===== src/rtl/multicycle_control.sv =====
// Multicycle MIPS main control: a Moore FSM that drives datapath selects and enables.
// Memory states wait on mem_ready_i; a bounded wait counter flags timeouts on err_o.
module multicycle_control #(
  parameter int MEM_TIMEOUT = 15,
  parameter int CNT_W       = 4
) (
  input  logic       clk_i,
  input  logic       rst_i,
  input  logic [5:0] op_i,
  input  logic       zero_i,
  input  logic       mem_ready_i,
  output logic       pc_en_o,
  output logic       iord_o,
  output logic       memread_o,
  output logic       memwrite_o,
  output logic       irwrite_o,
  output logic       regdst_o,
  output logic       memtoreg_o,
  output logic       regwrite_o,
  output logic       alusrca_o,
  output logic [1:0] alusrcb_o,
  output logic [1:0] aluop_o,
  output logic [1:0] pcsrc_o,
  output logic       illegal_o,
  output logic       err_o,
  output logic [3:0] state_o
);

  // state    | meaning
  // FETCH    | read instruction at PC, PC+4 on ready
  // DECODE   | register read, branch target into ALUOut
  // MEMADR   | effective address for lw/sw
  // MEMRD    | data read, waits on ready
  // MEMWB    | MDR -> rt
  // MEMWR    | data write, waits on ready
  // EXEC     | R-type ALU operation
  // RTYPEWB  | ALUOut -> rd
  // BEQ      | compare, branch if zero
  // JUMP     | load jump target
  // ADDIEX   | rs + imm
  // ADDIWB   | ALUOut -> rt
  typedef enum logic [3:0] {
    S_FETCH   = 4'd0,
    S_DECODE  = 4'd1,
    S_MEMADR  = 4'd2,
    S_MEMRD   = 4'd3,
    S_MEMWB   = 4'd4,
    S_MEMWR   = 4'd5,
    S_EXEC    = 4'd6,
    S_RTYPEWB = 4'd7,
    S_BEQ     = 4'd8,
    S_JUMP    = 4'd9,
    S_ADDIEX  = 4'd10,
    S_ADDIWB  = 4'd11
  } state_t;

  localparam logic [5:0] OP_R    = 6'b000000;
  localparam logic [5:0] OP_LW   = 6'b100011;
  localparam logic [5:0] OP_SW   = 6'b101011;
  localparam logic [5:0] OP_BEQ  = 6'b000100;
  localparam logic [5:0] OP_ADDI = 6'b001000;
  localparam logic [5:0] OP_J    = 6'b000010;

  localparam bit             TO_EN   = (MEM_TIMEOUT > 0);
  localparam logic [CNT_W-1:0] TO_LAST = CNT_W'((MEM_TIMEOUT > 0) ? MEM_TIMEOUT - 1 : 0);

  state_t             state_q, state_d;
  logic [CNT_W-1:0]   cnt_q, cnt_d;
  logic               err_q, err_d;

  logic       pc_en, iord, memread, memwrite, irwrite;
  logic       regdst, memtoreg, regwrite, alusrca, illegal;
  logic [1:0] alusrcb, aluop, pcsrc;
  logic       mem_wait, to_hit, timeout;

  assign to_hit = TO_EN && (cnt_q == TO_LAST) && !mem_ready_i;

  always_ff @(posedge clk_i or posedge rst_i) begin
    if (rst_i) begin
      state_q <= S_FETCH;
      cnt_q   <= '0;
      err_q   <= 1'b0;
    end else begin
      state_q <= state_d;
      cnt_q   <= cnt_d;
      err_q   <= err_d;
    end
  end

  always_comb begin
    state_d  = state_q;
    pc_en    = 1'b0;
    iord     = 1'b0;
    memread  = 1'b0;
    memwrite = 1'b0;
    irwrite  = 1'b0;
    regdst   = 1'b0;
    memtoreg = 1'b0;
    regwrite = 1'b0;
    alusrca  = 1'b0;
    alusrcb  = 2'b00;
    aluop    = 2'b00;
    pcsrc    = 2'b00;
    illegal  = 1'b0;
    mem_wait = 1'b0;
    case (state_q)
      S_FETCH: begin
        memread  = 1'b1;
        alusrcb  = 2'b01;
        mem_wait = 1'b1;
        if (mem_ready_i) begin
          irwrite = 1'b1;
          pc_en   = 1'b1;
          state_d = S_DECODE;
        end
      end
      S_DECODE: begin
        alusrcb = 2'b11;
        case (op_i)
          OP_LW, OP_SW: state_d = S_MEMADR;
          OP_R:         state_d = S_EXEC;
          OP_BEQ:       state_d = S_BEQ;
          OP_ADDI:      state_d = S_ADDIEX;
          OP_J:         state_d = S_JUMP;
          default: begin
            illegal = 1'b1;
            state_d = S_FETCH;
          end
        endcase
      end
      S_MEMADR: begin
        alusrca = 1'b1;
        alusrcb = 2'b10;
        state_d = (op_i == OP_LW) ? S_MEMRD : S_MEMWR;
      end
      S_MEMRD: begin
        memread  = 1'b1;
        iord     = 1'b1;
        mem_wait = 1'b1;
        if (mem_ready_i)  state_d = S_MEMWB;
        else if (to_hit)  state_d = S_FETCH;
      end
      S_MEMWB: begin
        memtoreg = 1'b1;
        regwrite = 1'b1;
        state_d  = S_FETCH;
      end
      S_MEMWR: begin
        memwrite = 1'b1;
        iord     = 1'b1;
        mem_wait = 1'b1;
        if (mem_ready_i || to_hit) state_d = S_FETCH;
      end
      S_EXEC: begin
        alusrca = 1'b1;
        aluop   = 2'b10;
        state_d = S_RTYPEWB;
      end
      S_RTYPEWB: begin
        regdst   = 1'b1;
        regwrite = 1'b1;
        state_d  = S_FETCH;
      end
      S_BEQ: begin
        alusrca = 1'b1;
        aluop   = 2'b01;
        pcsrc   = 2'b01;
        pc_en   = zero_i;
        state_d = S_FETCH;
      end
      S_JUMP: begin
        pcsrc   = 2'b10;
        pc_en   = 1'b1;
        state_d = S_FETCH;
      end
      S_ADDIEX: begin
        alusrca = 1'b1;
        alusrcb = 2'b10;
        state_d = S_ADDIWB;
      end
      S_ADDIWB: begin
        regwrite = 1'b1;
        state_d  = S_FETCH;
      end
      default: state_d = S_FETCH;
    endcase
  end

  // Timeout only fires while still not ready, so a late ready always wins.
  assign timeout = mem_wait && to_hit;

  always_comb begin
    cnt_d = cnt_q;
    if ((state_d != state_q) || timeout)
      cnt_d = '0;
    else if (mem_wait && !mem_ready_i && (cnt_q != '1))
      cnt_d = cnt_q + 1'b1;
  end

  assign err_d = err_q | timeout;

  // Outputs are held low during reset even though FETCH would otherwise read.
  assign pc_en_o    = pc_en    & ~rst_i;
  assign iord_o     = iord     & ~rst_i;
  assign memread_o  = memread  & ~rst_i;
  assign memwrite_o = memwrite & ~rst_i;
  assign irwrite_o  = irwrite  & ~rst_i;
  assign regdst_o   = regdst   & ~rst_i;
  assign memtoreg_o = memtoreg & ~rst_i;
  assign regwrite_o = regwrite & ~rst_i;
  assign alusrca_o  = alusrca  & ~rst_i;
  assign illegal_o  = illegal  & ~rst_i;
  assign alusrcb_o  = rst_i ? 2'b00 : alusrcb;
  assign aluop_o    = rst_i ? 2'b00 : aluop;
  assign pcsrc_o    = rst_i ? 2'b00 : pcsrc;
  assign err_o      = err_q & ~rst_i;
  assign state_o    = rst_i ? 4'd0 : state_q;

endmodule


===== config.mk =====
export PLATFORM = sky130hd
export DESIGN_NAME = multicycle_control
export DESIGN_NICKNAME = d
export VERILOG_FILES = /design/src/rtl/multicycle_control.sv
export SDC_FILE = /design/constraint.sdc
export NUM_CORES = 1
export LEC_CHECK = 0
export BUFFER_PORTS_ARGS = -buffer_cell sky130_fd_sc_hd__buf_2
export CAP_MARGIN = 20
export CORE_ASPECT_RATIO = 0.8
export CORE_MARGIN = 10
export CORE_UTILIZATION = 46
export DETAILED_ROUTE_END_ITERATION = 10
export GPL_TIMING_DRIVEN = 1
export PLACE_DENSITY = 0.72
export SYNTH_ARGS = -nofsm -noshare
export SYNTH_HDL_FRONTEND = slang
export SYNTH_SLANG_ARGS = --single-unit

===== constraint.sdc =====
create_clock -name clk_i -period 1.7 [get_ports clk_i]
set_input_delay 0.085 -clock clk_i [delete_from_list [all_inputs] [get_ports clk_i]]
set_output_delay 0.085 -clock clk_i [all_outputs]
set_load 0.01 [all_outputs]

==> flow_summary.json <==
{
  "rows": 15,
  "cp_max_fo": 4,
  "cp.arrival_ps": 2200,
  "synthCells": 133,
  "startpoint_type": "flip-flop",
  "clk_latency_ps": 260,
  "synth_edf_count": 0,
  "status": "complete, but fails checks",
  "diodes": 0,
  "skew_ps": 11.4,
  "clock.fmax_ghz": 0.494,
  "async_flop_share_pct": 100,
  "yosysUniqueCellTypes": 51,
  "p_seq_share_pct": 26.6,
  "ant_nets": 0,
  "combPwrFrac_pct": 56.2,
  "drt_pass1_iterations": 4,
  "holdBufCountCts": 0,
  "final_common_cell": "buf_4",
  "hold_class": "input pin to async pin",
  "finalCriticalPeriod_ps": 2020,
  "grt_pass1_wl_um": 5510,
  "core_area_um2": 2120,
  "drt-total-wl_um": 4280,
  "grt_max_degree": 15,
  "p_sw_share_pct": 39.0,
  "violations": "setup timing",
  "p_leak_nw": 0.788,
  "avgSynthCellArea_um2": 7.60,
  "drive_gt1_share_pct": 49.2,
  "worst_slack_ps": -322,
  "ys_ff_latch": 9,
  "worst_ep_required_time_ps": 1880,
  "die-area_um2": 4480,
  "portBuffers": 30,
  "ir_drop_v": 0.000704,
  "yosysTopAreaCellShare_pct": 22.3,
  "dp_slack_ps": -202,
  "vias": 1346,
  "path_buf_inv": 1,
  "critPathCaptureType": "flip-flop",
  "fill_cells": 158,
  "final_cell_mix": "29 x buf_4, 27 x buf_2, 10 x nor2_1",
  "path_class": "flip-flop to flip-flop",
  "ys_warn_count": 0,
  "drt_iter0_drc": 123,
  "p_clk_share_pct": 17.2,
  "ys.flop_type": "dfrtp_1",
  "max-clock-path-buffers": 2,
  "start_util_pct": 47.7,
  "multi_input_area_um2": 871,
  "crit_family": "simple AND/OR/NAND/NOR gates",
  "critPathSlowestCell": "or4_4",
  "tightestPinTransition_ps": 420,
  "syn-num-nets": 145,
  "fin_nets": 202,
  "cts_max_level": 1,
  "syn_to_final_growth_pct": 60.6,
  "overflow": 0,
  "place_congestion": 0.918,
  "root_buffer": "clkbuf_4",
  "pin_count": 31,
  "layout.cells.non_filler": 214,
  "path_clk_slew_ps": 70,
  "vias_per_cell": 6.29,
  "dp_cells": 204,
  "finalMaxSlewViolations": 0,
  "die_w_um": 72.4,
  "synth_seq_area_share_pct": 22.3,
  "grt_pass1_vias": 1177,
  "setup_viol": 20,
  "slew_headroom_pct": 72.0,
  "antenna_found_initial": 0,
  "fin_crit_sh_pct": 119,
  "hold_viol": 0,
  "cts_tree": "built",
  "drc_errors": 0,
  "fin_hold_ws_ps": 101,
  "cts.sinks": 9,
  "fp.dieH_um": 61.9,
  "synth_area_um2": 1010,
  "max-cap-violations": 0,
  "regArea_um2": 226,
  "cp_cell_sequence": "buf_6, or2_1, or4_4, o41ai_4, o211ai_1, a21oi_2, nor3b_2",
  "cts_buffers": 3,
  "critPathMaxStageDelay_ps": 450,
  "wire_per_inst_um": 20.0,
  "p_sw_uw": 375,
  "rsz0062_at_grt": "true",
  "power.density_nw_per_um2": 593,
  "intPower_uw": 588,
  "grt_use_total_pct": 15.0,
  "place_hpwl_um": 2660,
  "yosys-top-cells-area": "dfrtp_1 22%, nor2b_1 5.0%, nor2_1 4.5%",
  "synth_largest_area_cell": "dfrtp_1"
}
## worst reg2reg max path, stage by stage (launching register included)
cell	delay (ps)
dfrtp_1	400
buf_6	130
or2_1	210
or4_4	450
o41ai_4	230
o211ai_1	160
a21oi_2	190
nor3b_2	180
## metrics by stage
step | setup TNS (ps) | instance area, um^2 | power [mW] | util (%)
2_1_floorplan | -380 | 1010 | 0.500 | -
3_3_place_gp | -685 | 1350 | 0.677 | 63.4
3_5_place_dp | -1020 | 1350 | 0.688 | 63.4
4_1_cts | -2070 | 1460 | 0.882 | 68.7
5_1_grt | -4850 | 1620 | 1.01 | 76.6
6_report | -3800 | 1620 | 0.963 | 76.6
## state kept, by name, summed over array words and instances, names as in the netlist
register  count
cnt_q         4
state_q       4
err_q         1
## cell type report
class / instances / area share (%)
timing repair buffer: 64 / 27.5
multi-input combinational: 106 / 53.6
clock buffer: 4 / 1.62
sequential: 9 / 13.9
tap: 25 / 1.93
inverter: 6 / 1.39
## per-layer routing
layer,vias to the layer above,share of wire [%],GRT usage (%)
met4,0,4.4,5.41
met5,-,0,0
met3,22,7.9,3.81
li1,599,-,-
met2,88,49,23.9
met1,637,39,19.3
## cell usage after synthesis, types with 2 or more instances
cell type and instances:
a21o_1 2, a21oi_1 5, a221oi_1 2, a22o_1 2, a31oi_1 2, and2_1 4, and3b_1 2, buf_1 2
buf_2 3, clkbuf_1 5, dfrtp_1 9, ha_1 2, inv_1 6, nand2_1 6, nand2b_1 4, nand3_1 3
nor2_1 12, nor2b_1 8, nor3_1 6, nor3b_1 2, nor4_1 4, o21ai_0 5, o31ai_1 2, or3_1 5
xnor2_1 4
## logic make-up after synthesis
group                    share of synthesized area, %
AO/OA/AOI/OAI                                    21.7
XOR/XNOR                                         4.33
adder cells (fa/ha/maj)                          3.46
buffers and inverters                            7.92
flip-flops                                       22.3
multiplexers                                    0.990
AND/OR/NAND/NOR                                  39.4
## power by group through the flow
stage / clock network [mW] / logic [mW] / registers [mW]
2_1_floorplan: 0 / 0.251 / 0.249
3_3_place_gp: 0 / 0.422 / 0.255
3_5_place_dp: 0 / 0.432 / 0.256
4_1_cts: 0.170 / 0.460 / 0.252
5_1_grt: 0.176 / 0.579 / 0.259
6_report: 0.166 / 0.541 / 0.256
## timing repair
item | in CTS | in global routing
hold endpoints to repair | 0 | 0
setup endpoints to repair | 17 | 22
pin swaps | 4 | 9
resized for setup | 12 | 29
setup buffers | 2 | 4
## path summary, 6_finish.rpt
kind / cells after the start / to / start / slack, ps
worst max-delay path: 7 / cnt_q[2] / state_q[2] / -320
worst min-delay path: 3 / state_q[0] / rst_i / 100
worst max register to register: 7 / cnt_q[2] / state_q[2] / -320
worst min register to register: 1 / err_q / err_q / 450
max in group asynchronous: 3 / cnt_q[1] / rst_i / 1450
min in group clk_i: 3 / state_q[0] / op_i[1] / 230
Note: power is estimated with default switching activity, not from simulation.
